===== config.mk =====
export PLATFORM = sky130hd
export DESIGN_NAME = rx_pkt_gen_rdr
export DESIGN_NICKNAME = d
export VERILOG_FILES = /design/src/rtl/rx_pkt_gen_pkg.sv /design/src/rtl/rx_pkt_gen_skid_fifo.sv /design/src/rtl/rx_pkt_gen_rdr.sv
export SDC_FILE = /design/constraint.sdc
export NUM_CORES = 1
export LEC_CHECK = 0
export BUFFER_PORTS_ARGS = -buffer_cell sky130_fd_sc_hd__buf_2
export CORE_UTILIZATION = 50
export DETAILED_ROUTE_END_ITERATION = 10
export GPL_TIMING_DRIVEN = 0
export PLACE_DENSITY = 0.71
export SYNTH_ARGS = -nofsm -noshare
export SYNTH_HDL_FRONTEND = slang
export SYNTH_SLANG_ARGS = --single-unit

===== constraint.sdc =====
create_clock -name clk -period 2.15 [get_ports clk]
set_input_delay 0.1075 -clock clk [delete_from_list [all_inputs] [get_ports clk]]
set_output_delay 0.1075 -clock clk [all_outputs]
set_load 0.005 [all_outputs]

===== src/rtl/rx_pkt_gen_pkg.sv =====
`default_nettype none
// ---------------------------------------------------------------------------
// rx_pkt_gen_pkg : shared header field offsets, FSM encoding and length limit
// Revision: 1.0
// ---------------------------------------------------------------------------
package rx_pkt_gen_pkg;

    localparam int LEN_LSB     = 0;
    localparam int LEN_MSB     = 15;
    localparam int GAP_LSB     = 16;
    localparam int GAP_MSB     = 31;
    localparam int MAX_LEN_DEF = 2044;

    typedef enum logic [2:0] {
        ST_IDLE     = 3'd0,
        ST_HDR_RD   = 3'd1,
        ST_HDR_WAIT = 3'd2,
        ST_DATA     = 3'd3,
        ST_GAP      = 3'd4
    } state_t;

endpackage
`default_nettype wire


===== src/rtl/rx_pkt_gen_skid_fifo.sv =====
`default_nettype none
// ---------------------------------------------------------------------------
// rx_pkt_gen_skid_fifo : small synchronous FIFO with occupancy count
// Revision: 1.0
// ---------------------------------------------------------------------------
module rx_pkt_gen_skid_fifo #(
    parameter int DEPTH = 4,
    parameter int WIDTH = 36,
    parameter int CNT_W = $clog2(DEPTH + 1)
) (
    input  logic             clk,
    input  logic             reset_,
    input  logic             push_i,
    input  logic [WIDTH-1:0] din_i,
    input  logic             pop_i,
    output logic [WIDTH-1:0] dout_o,
    output logic             empty_o,
    output logic             full_o,
    output logic [CNT_W-1:0] count_o
);
    localparam int PTR_W = (DEPTH > 1) ? $clog2(DEPTH) : 1;

    logic [WIDTH-1:0] mem_q [DEPTH];
    logic [PTR_W-1:0] wr_ptr_q, rd_ptr_q;
    logic [CNT_W-1:0] count_q;
    logic             w_push, w_pop;

    function automatic logic [PTR_W-1:0] ptr_inc(input logic [PTR_W-1:0] p);
        return (p == PTR_W'(DEPTH - 1)) ? '0 : p + PTR_W'(1);
    endfunction

    assign empty_o = (count_q == '0);
    assign full_o  = (count_q == CNT_W'(DEPTH));
    assign count_o = count_q;
    assign w_push  = push_i & ~full_o;
    assign w_pop   = pop_i & ~empty_o;
    assign dout_o  = mem_q[rd_ptr_q];

    always_ff @(posedge clk or negedge reset_) begin
        if (!reset_) begin
            wr_ptr_q <= '0;
            rd_ptr_q <= '0;
            count_q  <= '0;
        end else begin
            if (w_push) wr_ptr_q <= ptr_inc(wr_ptr_q);
            if (w_pop)  rd_ptr_q <= ptr_inc(rd_ptr_q);
            case ({w_push, w_pop})
                2'b10:   count_q <= count_q + CNT_W'(1);
                2'b01:   count_q <= count_q - CNT_W'(1);
                default: count_q <= count_q;
            endcase
        end
    end

    // Storage needs no reset: the head is only observed while count is non-zero.
    always_ff @(posedge clk) begin
        if (w_push) mem_q[wr_ptr_q] <= din_i;
    end

endmodule
`default_nettype wire


===== src/rtl/rx_pkt_gen_rdr.sv =====
`default_nettype none
// ---------------------------------------------------------------------------
// rx_pkt_gen_rdr : plays packet records from RAM port B out as an RX stream
// Revision: 1.0
// ---------------------------------------------------------------------------
module rx_pkt_gen_rdr
    import rx_pkt_gen_pkg::*;
#(
    parameter int ADDR_WIDTH = 11,
    parameter int DATA_WIDTH = 32,
    parameter int RD_LAT     = 2,
    parameter int FIFO_DEPTH = 4,
    parameter int MAX_LEN    = MAX_LEN_DEF
) (
    input  logic                  clk,
    input  logic                  reset_,
    input  logic                  start,
    input  logic                  stop,
    input  logic                  loop_en,
    input  logic [ADDR_WIDTH-1:0] base_addr,
    output logic [ADDR_WIDTH-1:0] ram_addr,
    output logic                  ram_en,
    output logic                  ram_we,
    output logic [DATA_WIDTH-1:0] ram_din,
    input  logic [DATA_WIDTH-1:0] ram_dout,
    output logic [DATA_WIDTH-1:0] rx_data,
    output logic                  rx_valid,
    output logic                  rx_sop,
    output logic                  rx_eop,
    output logic [1:0]            rx_mod,
    input  logic                  rx_ready,
    output logic                  busy,
    output logic [15:0]           pkt_cnt,
    output logic                  err
);
    localparam int CNT_W  = $clog2(FIFO_DEPTH + 1);
    localparam int USED_W = $clog2(FIFO_DEPTH + RD_LAT + 1);
    localparam int WAIT_W = $clog2(RD_LAT + 1);
    localparam int FW     = DATA_WIDTH + 4;

    state_t                state_q, state_d;
    logic [ADDR_WIDTH-1:0] rd_ptr_q, rd_ptr_d, base_q, base_d;
    logic [WAIT_W-1:0]     wait_q, wait_d;
    logic [15:0]           gap_q, gap_d, gap_cnt_q, gap_cnt_d, pkt_cnt_q, pkt_cnt_d;
    logic [14:0]           words_q, words_d;
    logic [1:0]            mod_q, mod_d;
    logic                  first_q, first_d, stop_pend_q, stop_pend_d, err_q, err_d;
    logic [RD_LAT-1:0]     pv_q, ps_q, pe_q;

    logic                  w_issue, w_hdr_rd, w_pop, w_eop_acc, w_credit;
    logic                  w_empty, w_full;
    logic [CNT_W-1:0]      w_fifo_cnt;
    logic [USED_W-1:0]     w_used;
    logic [15:0]           w_len, w_hdr_gap;
    logic [16:0]           w_len_p3;
    logic [FW-1:0]         w_fifo_din, w_fifo_dout;

    assign w_len     = ram_dout[LEN_MSB:LEN_LSB];
    assign w_hdr_gap = ram_dout[GAP_MSB:GAP_LSB];
    assign w_len_p3  = {1'b0, w_len} + 17'd3;

    // Occupancy plus reads still in the RAM pipeline bounds what can land in the FIFO.
    always_comb begin
        w_used = USED_W'(w_fifo_cnt);
        for (int i = 0; i < RD_LAT; i++) begin
            w_used = w_used + USED_W'(pv_q[i]);
        end
    end
    assign w_credit = (w_used < USED_W'(FIFO_DEPTH));

    assign w_pop     = rx_valid & rx_ready;
    assign w_eop_acc = w_pop & rx_eop;

    always_comb begin
        state_d     = state_q;
        rd_ptr_d    = rd_ptr_q;
        base_d      = base_q;
        wait_d      = wait_q;
        gap_d       = gap_q;
        gap_cnt_d   = gap_cnt_q;
        words_d     = words_q;
        mod_d       = mod_q;
        first_d     = first_q;
        err_d       = err_q;
        pkt_cnt_d   = pkt_cnt_q;
        stop_pend_d = stop_pend_q | stop;
        w_issue     = 1'b0;
        w_hdr_rd    = 1'b0;
        if (w_eop_acc) pkt_cnt_d = pkt_cnt_q + 16'd1;

        case (state_q)
            ST_IDLE: begin
                stop_pend_d = 1'b0;
                if (start) begin
                    rd_ptr_d  = base_addr;
                    base_d    = base_addr;
                    err_d     = 1'b0;
                    pkt_cnt_d = 16'd0;
                    state_d   = ST_HDR_RD;
                end
            end
            ST_HDR_RD: begin
                w_hdr_rd = 1'b1;
                rd_ptr_d = rd_ptr_q + ADDR_WIDTH'(1);
                wait_d   = '0;
                state_d  = ST_HDR_WAIT;
            end
            ST_HDR_WAIT: begin
                if (stop_pend_d) begin
                    stop_pend_d = 1'b0;
                    state_d     = ST_IDLE;
                end else if (wait_q == WAIT_W'(RD_LAT - 1)) begin
                    if (w_len == 16'd0) begin
                        if (loop_en) begin
                            rd_ptr_d = base_q;
                            state_d  = ST_HDR_RD;
                        end else begin
                            state_d = ST_IDLE;
                        end
                    end else if (w_len > 16'(MAX_LEN)) begin
                        err_d   = 1'b1;
                        state_d = ST_IDLE;
                    end else begin
                        words_d = w_len_p3[16:2];
                        mod_d   = w_len[1:0] - 2'd1;
                        gap_d   = w_hdr_gap;
                        first_d = 1'b1;
                        state_d = ST_DATA;
                    end
                end else begin
                    wait_d = wait_q + WAIT_W'(1);
                end
            end
            ST_DATA: begin
                if ((words_q != 15'd0) && w_credit) begin
                    w_issue  = 1'b1;
                    rd_ptr_d = rd_ptr_q + ADDR_WIDTH'(1);
                    words_d  = words_q - 15'd1;
                    first_d  = 1'b0;
                end
                if (w_eop_acc) begin
                    if (gap_q != 16'd0) begin
                        gap_cnt_d = gap_q;
                        state_d   = ST_GAP;
                    end else if (stop_pend_d) begin
                        stop_pend_d = 1'b0;
                        state_d     = ST_IDLE;
                    end else begin
                        state_d = ST_HDR_RD;
                    end
                end
            end
            ST_GAP: begin
                if (gap_cnt_q <= 16'd1) begin
                    if (stop_pend_d) begin
                        stop_pend_d = 1'b0;
                        state_d     = ST_IDLE;
                    end else begin
                        state_d = ST_HDR_RD;
                    end
                end else begin
                    gap_cnt_d = gap_cnt_q - 16'd1;
                end
            end
            default: state_d = ST_IDLE;
        endcase
    end

    always_ff @(posedge clk or negedge reset_) begin
        if (!reset_) begin
            state_q     <= ST_IDLE;
            rd_ptr_q    <= '0;
            base_q      <= '0;
            wait_q      <= '0;
            gap_q       <= '0;
            gap_cnt_q   <= '0;
            words_q     <= '0;
            mod_q       <= '0;
            first_q     <= 1'b0;
            err_q       <= 1'b0;
            pkt_cnt_q   <= '0;
            stop_pend_q <= 1'b0;
            pv_q        <= '0;
            ps_q        <= '0;
            pe_q        <= '0;
        end else begin
            state_q     <= state_d;
            rd_ptr_q    <= rd_ptr_d;
            base_q      <= base_d;
            wait_q      <= wait_d;
            gap_q       <= gap_d;
            gap_cnt_q   <= gap_cnt_d;
            words_q     <= words_d;
            mod_q       <= mod_d;
            first_q     <= first_d;
            err_q       <= err_d;
            pkt_cnt_q   <= pkt_cnt_d;
            stop_pend_q <= stop_pend_d;
            // Tags travel alongside each data read so they meet the word on ram_dout.
            pv_q[0]     <= w_issue;
            ps_q[0]     <= w_issue & first_q;
            pe_q[0]     <= w_issue & (words_q == 15'd1);
            for (int i = 1; i < RD_LAT; i++) begin
                pv_q[i] <= pv_q[i-1];
                ps_q[i] <= ps_q[i-1];
                pe_q[i] <= pe_q[i-1];
            end
        end
    end

    assign w_fifo_din = {ps_q[RD_LAT-1], pe_q[RD_LAT-1],
                         (pe_q[RD_LAT-1] ? mod_q : 2'b00), ram_dout};

    rx_pkt_gen_skid_fifo #(
        .DEPTH (FIFO_DEPTH),
        .WIDTH (FW),
        .CNT_W (CNT_W)
    ) u_fifo (
        .clk     (clk),
        .reset_  (reset_),
        .push_i  (pv_q[RD_LAT-1]),
        .din_i   (w_fifo_din),
        .pop_i   (w_pop),
        .dout_o  (w_fifo_dout),
        .empty_o (w_empty),
        .full_o  (w_full),
        .count_o (w_fifo_cnt)
    );

    assign rx_valid = ~w_empty;
    assign rx_data  = rx_valid ? w_fifo_dout[DATA_WIDTH-1:0] : '0;
    assign rx_mod   = rx_valid ? w_fifo_dout[DATA_WIDTH+1:DATA_WIDTH] : 2'b00;
    assign rx_eop   = rx_valid & w_fifo_dout[DATA_WIDTH+2];
    assign rx_sop   = rx_valid & w_fifo_dout[DATA_WIDTH+3];

    assign ram_addr = rd_ptr_q;
    assign ram_en   = w_hdr_rd | w_issue;
    assign ram_we   = 1'b0;
    assign ram_din  = '0;
    assign busy     = (state_q != ST_IDLE);
    assign pkt_cnt  = pkt_cnt_q;
    assign err      = err_q;

endmodule
`default_nettype wire


==> load_flow_metrics.sql <==
INSERT INTO impl_metrics (metric_group, metric, value, unit) VALUES
('critical_path', 'reg2reg_depth', '9', ''),
('sta', 'timing.fmax', '447', 'MHz'),
('sta', 'finClkSkew', '0.0242', 'ns'),
('clocking', 'cts-root-to-sink-buffers', '3', ''),
('critical_path', 'regToRegStartpoint', 'words_q[2]', ''),
('detailed_routing', 'routed_wl', '28100', 'um'),
('finish', 'post-route-util', '67.1', '%'),
('finish', 'seq_area', '7030', 'um^2'),
('critical_path', 'reg2reg_slack', '-0.08', 'ns'),
('detailed_routing', 'firstDrtPassIters', '5', ''),
('detailed_routing', 'routed_via_density', '5.57', ''),
('yosys', 'yosys.cell_types.count', '70', ''),
('floorplan', 'chipHeight', '156', 'um'),
('yosys', 'syn_avg_cell_area', '12.2', 'um^2'),
('global_route', 'grt_pass1_wl', '43100', 'um'),
('yosys', 'post_synth_inst_count', '968', ''),
('clocking', 'cts_tree', 'yes', ''),
('floorplan', 'floorplan.initialDensity', '51.6', '%'),
('detailed_routing', 'drc', '0', ''),
('floorplan', 'core-area', '22900', 'um^2'),
('global_route', 'grt-ovfl-total', '0', ''),
('power_and_ir_drop', 'total_power', '19.0', 'mW'),
('clocking', 'cts_root_buf', 'sky130_fd_sc_hd__clkbuf_16', ''),
('critical_path', 'critical_path.endpoint_type', 'primary output', ''),
('clocking', 'path_clk_slew', '0.06', 'ns'),
('power_and_ir_drop', 'ir_drop', '0.793', 'mV'),
('hold_path', 'min_from', 'ram_dout[1]', ''),
('clocking', 'cts_made_buffers', '25', ''),
('detailed_routing', 'route.vias.total', '8669', ''),
('yosys', 'synthesis.area', '11800', 'um^2'),
('detailed_routing', 'detail_route.iter0.violations', '630', ''),
('place', 'dp_hpwl', '17500', 'um'),
('place', 'portBuffers', '115', ''),
('critical_path', 'cp.arrival', '2.13', 'ns'),
('sta', 'finalSetupViolations', '38', ''),
('floorplan', 'io_pins', '149', ''),
('floorplan', 'row_count', '55', ''),
('sta', 'part_of_the_cycle_the_worst_path_needs', '104', '%'),
('sta', 'tightest_slew', '0.657', 'ns'),
('global_route', 'first_global_vias', '8289', ''),
('outcome', 'violations', 'negative setup slack', ''),
('outcome', 'status', 'complete, but fails checks', ''),
('yosys', 'synth_top_flop_cell', 'sky130_fd_sc_hd__edfxtp_1', ''),
('detailed_routing', 'routed_wire_length_per_instance', '18.0', 'um'),
('hold_path', 'hold_end', 'mod_q[1]', ''),
('yosys', 'ys_seq_area_share', '59.4', '%'),
('finish', 'drive_gt1_share', '34.2', '%'),
('finish', 'nets', '1292', ''),
('yosys', 'synth_area_leaders', 'sky130_fd_sc_hd__edfxtp_1 (37%), sky130_fd_sc_hd__dfrtp_1 (23%), sky130_fd_sc_hd__mux4_2 (6.9%)', ''),
('finish', 'multi_input_area', '4790', 'um^2'),
('finish', 'ant_cells', '0', ''),
('power_and_ir_drop', 'p_leak', '6.17', 'nW'),
('power_and_ir_drop', 'cellPowerDensity', '1240', 'nW/um^2'),
('yosys', 'synth_largest_area_cell', 'sky130_fd_sc_hd__edfxtp_1', ''),
('floorplan', 'die_width', '156', 'um'),
('critical_path', 'crit_required', '2.04', 'ns'),
('sta', 'final-hold-violation-count', '0', ''),
('hold_path', 'hold_path_class', 'in2reg', ''),
('sta', 'setup_slack', '-0.0876', 'ns'),
('yosys', 'synth_enable_flop_cells', '144', ''),
('yosys', 'synthesis.yosys.warnings', '0', ''),
('yosys', 'leading_cell_types_by_count_after_synthesis', 'sky130_fd_sc_hd__edfxtp_1 (144), sky130_fd_sc_hd__dfrtp_1 (108), sky130_fd_sc_hd__nand2_1 (102)', ''),
('sta', 'grt_setup_unrepaired', 'yes', ''),
('yosys', 'synthArstFlopShare', '42.9', '%'),
('finish', 'area_growth_syn_to_layout', '30.1', '%'),
('place', 'routabilityCongestion', '0.864', ''),
('critical_path', 'worst-setup-path-type', 'reg2out', ''),
('yosys', 'synth_top_area_share', '36.6', '%'),
('yosys', 'synthMostInstantiatedCell', 'sky130_fd_sc_hd__edfxtp_1', ''),
('clocking', 'cts_num_sinks', '252', ''),
('sta', 'period_minus_slack', '2.24', 'ns');
## how the worst max path moves through the flow
stage | startpoint | to | slack (ns) | depth (start not counted)
floorplan | gap_cnt_q[10] | gap_cnt_q[9] | 0.04 | 8
global placement | gap_cnt_q[10] | gap_cnt_q[5] | -0.57 | 6
detailed placement | gap_cnt_q[8] | gap_cnt_q[15] | -0.57 | 6
CTS | u_fifo.count_o[0] | u_fifo.mem_q[0][6] | -0.22 | 3
global route | u_fifo.count_o[0] | ram_en | -0.17 | 7
finish | u_fifo.count_o[0] | ram_en | -0.09 | 7
## metal layers
layer | track usage [%] | routed length (um) | up-vias
li1 | - | - | 4025
met1 | 31.7 | 12400 | 4298
met2 | 37.2 | 13600 | 305
met3 | 3.14 | 1620 | 39
met4 | 4.90 | 394 | 2
met5 | 0 | 12 | -
## critical path, stage by stage (launching register included)
cell and delay [ns]:
sky130_fd_sc_hd__dfrtp_2 0.44, sky130_fd_sc_hd__ha_4 0.27, sky130_fd_sc_hd__a21oi_2 0.06, sky130_fd_sc_hd__or3_4 0.34, sky130_fd_sc_hd__o211ai_1 0.12, sky130_fd_sc_hd__buf_4 0.17
sky130_fd_sc_hd__a21oi_2 0.06, sky130_fd_sc_hd__buf_2 0.15
## placed cells by master, fill, tap and decap left out, types with 12 or more instances in the layout
master                          count
sky130_fd_sc_hd__edfxtp_1         144
sky130_fd_sc_hd__ha_1              14
sky130_fd_sc_hd__dlygate4sd3_1     45
sky130_fd_sc_hd__clkbuf_1          16
sky130_fd_sc_hd__and2_4            33
sky130_fd_sc_hd__nor2_1            70
sky130_fd_sc_hd__a21oi_2           16
sky130_fd_sc_hd__o21ai_2           15
sky130_fd_sc_hd__o21ai_0           38
sky130_fd_sc_hd__dfrtp_1          102
sky130_fd_sc_hd__nor4_1            12
sky130_fd_sc_hd__xor2_1            15
sky130_fd_sc_hd__mux4_2            36
sky130_fd_sc_hd__conb_1            33
sky130_fd_sc_hd__inv_1             25
sky130_fd_sc_hd__nand2_1           97
sky130_fd_sc_hd__a21oi_1           27
sky130_fd_sc_hd__buf_6             37
sky130_fd_sc_hd__mux2_2            13
sky130_fd_sc_hd__nand3_1           16
sky130_fd_sc_hd__and2_1            13
sky130_fd_sc_hd__clkbuf_16         30
sky130_fd_sc_hd__nor3_1            15
sky130_fd_sc_hd__buf_4             60
sky130_fd_sc_hd__buf_2             93
## metrics by stage
| step | hold WS (ns) | std cells | area (um^2) | worst slack [ns] | TNS [ns] |
|---|---|---|---|---|---|
| final | 0.0392 | 1557 | 15400 | -0.0876 | -0.716 |
| after global routing | 0.0507 | 1557 | 15400 | -0.170 | -5.87 |
| after CTS | 0.0271 | 1523 | 14500 | -0.223 | -30.64 |
| after detailed placement | 0.172 | 1429 | 12900 | -0.572 | -55.88 |
| after global placement | 0.335 | 1428 | 12900 | -0.565 | -85.40 |
| after floorplan | -0.188 | 1000 | 11900 | 0.0379 | 0 |
## kinds of logic (layout without fill, tap and decap cells)
family	after synthesis	count (layout)	synth area share, %
simple gates	332	333	13.8
compound gates	183	183	10.0
mux	50	50	8.18
xor+xnor	26	26	1.93
other cells	1	33	0.0317
fa+ha+maj	18	18	1.97
buf+inv	106	349	4.62
flops	252	252	59.4
## state kept, by name (all words and copies together), names as in the netlist, 2 cells and up
register	count
gap_q	16
words_q	15
pkt_cnt	16
pe_q	2
state_q	3
ps_q	2
u_fifo.mem_q	144
wait_q	2
gap_cnt_q	16
u_fifo.rd_ptr_q	2
ram_addr	11
u_fifo.count_o	3
base_q	11
u_fifo.wr_ptr_q	2
pv_q	2
mod_q	2
## power breakdown
| part | internal [mW] | switching (mW) | leakage [nW] |
|---|---|---|---|
| combinational | 4.29 | 3.62 | 3.11 |
| sequential | 5.94 | 0.846 | 2.69 |
| clock | 2.52 | 1.81 | 0.381 |
| total | 12.7 | 6.27 | 6.17 |
## layout make-up
class                      instances  share of cell area (%)
sequential                       252                    45.7
multi-input combinational        643                    31.1
timing repair buffer             203                    10.9
clock buffer                      33                    4.26
buffer                            71                    3.69
tap                              313                    2.55
clock inverter                    13                    1.00
inverter                          29                   0.732
## timing repair
item                                    in CTS  in global routing
pin swaps                                    7                 71
gates cloned                                 1                  6
hold endpoints to repair                   211                  0
endpoints found under the setup margin     262                242
resized for setup                           63                185
hold buffers                                45                  0
setup buffers                                9                 28
No activity file was read; power rests on OpenSTA's default activity.
